<file path="config.mk">
export PLATFORM = sky130hd
export DESIGN_NAME = imm_ext_pipe_flat
export DESIGN_NICKNAME = d
export VERILOG_FILES = /design/src/rtl/imm_ext_pipe_if.sv /design/src/rtl/imm_ext_pipe.sv /design/src/flat_wrapper.sv
export SDC_FILE = /design/constraint.sdc
export NUM_CORES = 1
export LEC_CHECK = 0
export BUFFER_PORTS_ARGS = -buffer_cell sky130_fd_sc_hd__buf_2
export CORE_MARGIN = 4
export CORE_UTILIZATION = 49
export CTS_CLUSTER_DIAMETER = 80
export DETAILED_ROUTE_END_ITERATION = 7
export PLACE_DENSITY_LB_ADDON = 0.1
export SETUP_SLACK_MARGIN = 0.1
export SYNTH_ARGS = -nofsm -noshare
export SYNTH_HDL_FRONTEND = slang
export SYNTH_SLANG_ARGS = --single-unit
export TNS_END_PERCENT = 20
</file>
<file path="constraint.sdc">
create_clock -name clk -period 1.95 [get_ports clk]
set_clock_uncertainty 0.1 [all_clocks]
set_input_delay 0.39 -clock clk [delete_from_list [all_inputs] [get_ports clk]]
set_output_delay 0.39 -clock clk [all_outputs]
set_load 0.1 [all_outputs]
</file>
<file path="src/rtl/imm_ext_pipe_if.sv">
// Request/result bundle for imm_ext_pipe; prefix signals exist only when IMM_PREFIX_EN is defined.
interface imm_ext_pipe_if #(
  parameter int DATA_W = 16,
  parameter int F0_W   = 10,
  parameter int F1_W   = 4,
  parameter int F2_W   = 6,
  parameter int F3_W   = 8,
  parameter int PFX_LO = 4
);
  logic              in_valid;
  logic              in_ready;
  logic [1:0]        sel;
  logic [1:0]        mode;
  logic [F0_W-1:0]   in0;
  logic [F1_W-1:0]   in1;
  logic [F2_W-1:0]   in2;
  logic [F3_W-1:0]   in3;
  logic              out_valid;
  logic              out_ready;
  logic [DATA_W-1:0] ext_out;
`ifdef IMM_PREFIX_EN
  logic                     prefix_load;
  logic [DATA_W-PFX_LO-1:0] prefix_val;
  logic                     pfx_used;

  modport master (
    output in_valid, sel, mode, in0, in1, in2, in3, out_ready, prefix_load, prefix_val,
    input  in_ready, out_valid, ext_out, pfx_used
  );
  modport slave (
    input  in_valid, sel, mode, in0, in1, in2, in3, out_ready, prefix_load, prefix_val,
    output in_ready, out_valid, ext_out, pfx_used
  );
`else
  modport master (
    output in_valid, sel, mode, in0, in1, in2, in3, out_ready,
    input  in_ready, out_valid, ext_out
  );
  modport slave (
    input  in_valid, sel, mode, in0, in1, in2, in3, out_ready,
    output in_ready, out_valid, ext_out
  );
`endif
endinterface

</file>
<file path="src/rtl/imm_ext_pipe.sv">
// Registered immediate generator (sext / zext / sext<<SHIFT_AMT / upper) with valid/ready output.
// Define IMM_PREFIX_EN to build the long-immediate prefix register and its IDLE/PFX FSM.
module imm_ext_pipe #(
  parameter int DATA_W    = 16,
  parameter int F0_W      = 10,
  parameter int F1_W      = 4,
  parameter int F2_W      = 6,
  parameter int F3_W      = 8,
  parameter int SHIFT_AMT = 1,
  parameter int PFX_LO    = 4
) (
  input  logic          clk,
  input  logic          rst,
  imm_ext_pipe_if.slave bus
);

  function automatic int field_w(int idx);
    if (idx == 0) return F0_W;
    else if (idx == 1) return F1_W;
    else if (idx == 2) return F2_W;
    else return F3_W;
  endfunction

  localparam logic [DATA_W-1:0] ONE = 1;

  generate
    if (F0_W > DATA_W || F1_W > DATA_W || F2_W > DATA_W || F3_W > DATA_W) begin : g_bad_width
      $error("imm_ext_pipe: a field width exceeds DATA_W");
    end
`ifdef IMM_PREFIX_EN
    if (PFX_LO < 1 || PFX_LO > F0_W || PFX_LO > F1_W || PFX_LO > F2_W || PFX_LO > F3_W) begin : g_bad_pfx
      $error("imm_ext_pipe: PFX_LO must be within 1..min field width");
    end
`endif
  endgenerate

  logic [3:0][DATA_W-1:0] zext_val;
  logic [3:0][DATA_W-1:0] sext_val;
  logic [3:0][DATA_W-1:0] upper_val;

  assign zext_val[0] = DATA_W'(bus.in0);
  assign zext_val[1] = DATA_W'(bus.in1);
  assign zext_val[2] = DATA_W'(bus.in2);
  assign zext_val[3] = DATA_W'(bus.in3);

  // HI_MASK covers the bits above the field; it is zero when the field fills DATA_W.
  genvar gi;
  generate
    for (gi = 0; gi < 4; gi++) begin : g_field
      localparam int W = field_w(gi);
      localparam logic [DATA_W-1:0] HI_MASK = ~((ONE << W) - ONE);
      assign sext_val[gi]  = zext_val[gi] | (zext_val[gi][W-1] ? HI_MASK : '0);
      assign upper_val[gi] = zext_val[gi] << (DATA_W - W);
    end
  endgenerate

  logic              accept;
  logic              take;
  logic              use_pfx;
  logic [DATA_W-1:0] fld_z;
  logic [DATA_W-1:0] fld_s;
  logic [DATA_W-1:0] fld_u;
  logic [DATA_W-1:0] result;

  logic              valid_reg;
  logic [DATA_W-1:0] ext_reg;
  logic              pfx_used_reg;

  assign bus.in_ready  = !valid_reg || bus.out_ready;
  assign accept        = bus.in_valid && bus.in_ready;
  assign take          = valid_reg && bus.out_ready;
  assign bus.out_valid = valid_reg;
  assign bus.ext_out   = ext_reg;

`ifdef IMM_PREFIX_EN
  typedef enum logic {IDLE, PFX} state_t;

  state_t                   state_reg;
  state_t                   state_next;
  logic [DATA_W-PFX_LO-1:0] prefix_reg;
  logic [DATA_W-PFX_LO-1:0] prefix_next;

  always_ff @(posedge clk) begin
    if (rst) begin
      state_reg  <= IDLE;
      prefix_reg <= '0;
    end else begin
      state_reg  <= state_next;
      prefix_reg <= prefix_next;
    end
  end

  // A load coinciding with an accept lands after the accepted request consumed the old state.
  always_comb begin
    state_next  = state_reg;
    prefix_next = prefix_reg;
    if (accept && state_reg == PFX) state_next = IDLE;
    if (bus.prefix_load) begin
      prefix_next = bus.prefix_val;
      state_next  = PFX;
    end
  end

  assign use_pfx      = (state_reg == PFX);
  assign bus.pfx_used = pfx_used_reg;
`else
  assign use_pfx = 1'b0;
`endif

  always_comb begin
    fld_z = zext_val[bus.sel];
    fld_s = sext_val[bus.sel];
    fld_u = upper_val[bus.sel];
    case (bus.mode)
      2'd0:    result = fld_s;
      2'd1:    result = fld_z;
      2'd2:    result = fld_s << SHIFT_AMT;
      default: result = fld_u;
    endcase
`ifdef IMM_PREFIX_EN
    if (use_pfx) result = {prefix_reg, fld_z[PFX_LO-1:0]};
`endif
  end

  always_ff @(posedge clk) begin
    if (rst) begin
      valid_reg    <= 1'b0;
      ext_reg      <= '0;
      pfx_used_reg <= 1'b0;
    end else if (accept) begin
      valid_reg    <= 1'b1;
      ext_reg      <= result;
      pfx_used_reg <= use_pfx;
    end else if (take) begin
      valid_reg    <= 1'b0;
    end
  end

endmodule
</file>
<file path="src/flat_wrapper.sv">
// flat-port wrapper written by rule: the top's interface ports become plain ports
module imm_ext_pipe_flat 
#(
  parameter int DATA_W    = 16,
  parameter int F0_W      = 10,
  parameter int F1_W      = 4,
  parameter int F2_W      = 6,
  parameter int F3_W      = 8,
  parameter int SHIFT_AMT = 1,
  parameter int PFX_LO    = 4
)
  (clk, rst, bus_in_valid, bus_sel, bus_mode, bus_in0, bus_in1, bus_in2, bus_in3, bus_out_ready, bus_in_ready, bus_out_valid, bus_ext_out);
  imm_ext_pipe_if #(.DATA_W(DATA_W), .F0_W(F0_W), .F1_W(F1_W), .F2_W(F2_W), .F3_W(F3_W), .PFX_LO(PFX_LO)) bus_i ();
  input  logic clk;
  input  logic rst;
  input wire logic [$bits(bus_i.in_valid)-1:0] bus_in_valid;
  input wire logic [$bits(bus_i.sel)-1:0] bus_sel;
  input wire logic [$bits(bus_i.mode)-1:0] bus_mode;
  input wire logic [$bits(bus_i.in0)-1:0] bus_in0;
  input wire logic [$bits(bus_i.in1)-1:0] bus_in1;
  input wire logic [$bits(bus_i.in2)-1:0] bus_in2;
  input wire logic [$bits(bus_i.in3)-1:0] bus_in3;
  input wire logic [$bits(bus_i.out_ready)-1:0] bus_out_ready;
  output wire logic [$bits(bus_i.in_ready)-1:0] bus_in_ready;
  output wire logic [$bits(bus_i.out_valid)-1:0] bus_out_valid;
  output wire logic [$bits(bus_i.ext_out)-1:0] bus_ext_out;
  assign bus_i.in_valid = bus_in_valid;
  assign bus_i.sel = bus_sel;
  assign bus_i.mode = bus_mode;
  assign bus_i.in0 = bus_in0;
  assign bus_i.in1 = bus_in1;
  assign bus_i.in2 = bus_in2;
  assign bus_i.in3 = bus_in3;
  assign bus_i.out_ready = bus_out_ready;
  assign bus_in_ready = bus_i.in_ready;
  assign bus_out_valid = bus_i.out_valid;
  assign bus_ext_out = bus_i.ext_out;
  imm_ext_pipe #(.DATA_W(DATA_W), .F0_W(F0_W), .F1_W(F1_W), .F2_W(F2_W), .F3_W(F3_W), .SHIFT_AMT(SHIFT_AMT), .PFX_LO(PFX_LO)) u_core (.clk(clk), .rst(rst), .bus(bus_i));
endmodule
</file>
==> impl_metrics.tcl <==
set metrics [dict create \
    cts_tree "yes" \
    yosysWarnings 0 \
    r2r_slack_ns 0.64 \
    critPathLaunchType "flop" \
    cts.path.max_buffers 2 \
    synthesis.nets 207 \
    cp-startpoint "u_core.bus.out_valid" \
    powerDensity_nw_per_um2 628 \
    cts_htree_levels 1 \
    finalCritPeriodShare 0.838 \
    dpl.hpwl_um 3150 \
    routed-wl-met3_um 320 \
    tightest_slew_ns 0.489 \
    drtIter0Drc 77 \
    gp_congestion 0.864 \
    diodes 0 \
    fillers 247 \
    maxCapViolCount 0 \
    ys_seq_elements 17 \
    io_pins 54 \
    slowest_stage "buf_2" \
    yosys.cell_types.count 41 \
    period_needed_ns 1.63 \
    grt_pass1_vias 1413 \
    grt_pass1_wl_um 6670 \
    crit_end "bus_in_ready" \
    cts_resized 0 \
    max_stage_delay_ns 0.42 \
    pre_cts_slack_ns 0.127 \
    netlist_instances 171 \
    critPathKind "flop to output pin" \
    clock-sinks 17 \
    fin_nets 253 \
    path_max_fanout 5 \
    finalHoldViolations 0 \
    via_per_inst 6.13 \
    grt_usage 0.209 \
    layout_commonest_cell "buf_2" \
    min_path_cells 3 \
    fp.dieH_um 62.5 \
    cts-root-buf "clkbuf_4" \
    antenna_found_initial 0 \
    drt-met1-wl_um 1720 \
    path_delay_family "buffers and inverters" \
    worst-path-buf-inv 1 \
    mostFrequentLayoutCells "buf_2 (53), nand2_1 (17), a21oi_1 (16), dfxtp_1 (16), nor2_1 (13)" \
    cp_num_cells 2 \
    leakage_nw 0.760 \
    numCtsBuffers 3 \
    cts_setup_buffers 0 \
    clock_latency_ns 0.28 \
    multi_input_area_um2 986 \
    fin_ws_ns 0.315 \
    clkTransAtPathRegs_ns 0.09 \
    dieArea_um2 3900 \
    top_layer "met4" \
    grt_max_degree 41 \
    vdd_drop_max_v 0.000270 \
    drive_gt1_frac 0.356 \
    postSynthAreaPerCell_um2 8.50 \
    io_buffer_count 53 \
    seq_area_frac_synth 0.234 \
    dr.pass1.iters 5 \
    fmax_mhz 612 \
    wl_met2_um 1950 \
    r2r-end "u_core.bus.ext_out[9]" \
    relSlewSlack 0.676 \
    syn_to_final_growth_pct 18.7 \
    cp_cell_sequence "nand2b_4 > buf_2" \
    grt_setup_unrepaired "no" \
    routed_wl_um 4070 \
    drv_slew 0 \
    cp-end-kind "output pin" \
    final-setup-viol-count 0 \
    seq_area_um2 344 \
    worstPathRequired_ns 1.46 \
    hold_class "input pin to flop" \
    wl_per_cell_um 16.5 \
    ant_nets 0 \
    status "completed" \
    reg2reg_depth 4 \
    critPathArrivalTime_ns 1.14 \
    finalSetupTns_ns 0 \
    fp-row-count 19 \
    synth_area_um2 1450 \
    die_w_um 62.5 \
    grt_overflow 0 \
    start_util 0.518 \
    drc_errors 0 \
    core_region_area_um2 2810 \
    cts_hold_buf 0 \
    r2r_start "u_core.bus.out_valid" \
    via_count 1515 \
]
## power breakdown
part | internal (mW) | total (mW) | switching [mW]
combinational | 0.148 | 0.514 | 0.366
clock | 0.0795 | 0.184 | 0.104
sequential | 0.373 | 0.386 | 0.0123
total | 0.601 | 1.08 | 0.483
## how the worst min path moves through the flow
stage,startpoint,slack [ns],to
2_1_floorplan,bus_in_valid,0.41,u_core.bus.out_valid
5_1_grt,bus_in_valid,0.28,u_core.bus.out_valid
4_1_cts,bus_in_valid,0.24,u_core.bus.out_valid
3_5_place_dp,u_core.bus.ext_out[0],0.34,u_core.bus.ext_out[0]
3_3_place_gp,u_core.bus.ext_out[7],0.34,u_core.bus.ext_out[7]
6_report,bus_in_valid,0.25,u_core.bus.out_valid
## synthesized netlist by cell type (all sizes together)
cell,instances,area share
a21oi,17,0.061
dfxtp,17,0.23
nand2,17,0.044
buf,14,0.077
nor2,13,0.034
mux2i,12,0.083
nand2b,8,0.034
a211oi,7,0.036
mux4,6,0.093
nand3,6,0.021
o21ai,6,0.021
a311oi,4,0.024
clkbuf,4,0.010
nor2b,4,0.017
nor3b,4,0.024
o22ai,3,0.013
o311ai,3,0.018
a21o,2,0.010
a311o,2,0.014
and3,2,0.0086
inv,2,0.0052
mux2,2,0.015
nand4b,2,0.012
o41ai,2,0.022
a211o,1,0.0060
a221o,1,0.0069
a221oi,1,0.010
a32oi,1,0.0060
and2,1,0.0043
nand3b,1,0.0052
nand4,1,0.0043
nor3,1,0.0034
o211ai,1,0.0052
o21bai,1,0.0052
o221ai,1,0.0060
o31ai,1,0.0052
## cell families (layout without fill, tap and decap cells)
logic type,after synthesis,count (layout),synth area share
buf+inv,20,65,0.0929
compound gates,54,54,0.270
mux,20,20,0.191
simple gates,60,60,0.212
flops,17,17,0.234
## state kept, by name, summed over array words and instances, names as in the netlist
register and count:
u_core.bus.out_valid 1, u_core.bus.ext_out 16
## final cells by class
| type | count | share of cell area |
|---|---|---|
| well taps | 31 | 0.0225 |
| flip-flops and latches | 17 | 0.199 |
| inverters | 2 | 0.00435 |
| multi-input cells | 134 | 0.571 |
| clock buffers | 4 | 0.0152 |
| repair buffers | 59 | 0.187 |
## tightest hold or removal path, cell delays in order
cell	delay [ns]
buf_2	0.12
inv_1	0.05
a21oi_1	0.05
## routing by layer
metal  track usage  vias up
met3        0.0198        8
li1              -      739
met2         0.321       73
met1         0.288      695
met5             0        -
met4         0.113        0
## stage by stage
step | cell area [um^2] | std cells | hold WS, ns | power, mW | util
floorplan | 1470 | 171 | 0.409 | 0.797 | -
global placement | 1700 | 243 | 0.337 | 0.897 | 0.606
detailed placement | 1700 | 243 | 0.344 | 0.905 | 0.606
CTS | 1730 | 247 | 0.237 | 1.09 | 0.615
global route | 1730 | 247 | 0.281 | 1.14 | 0.615
finish | 1730 | 247 | 0.250 | 1.08 | 0.615
Note: power is estimated with default switching activity, not from simulation.
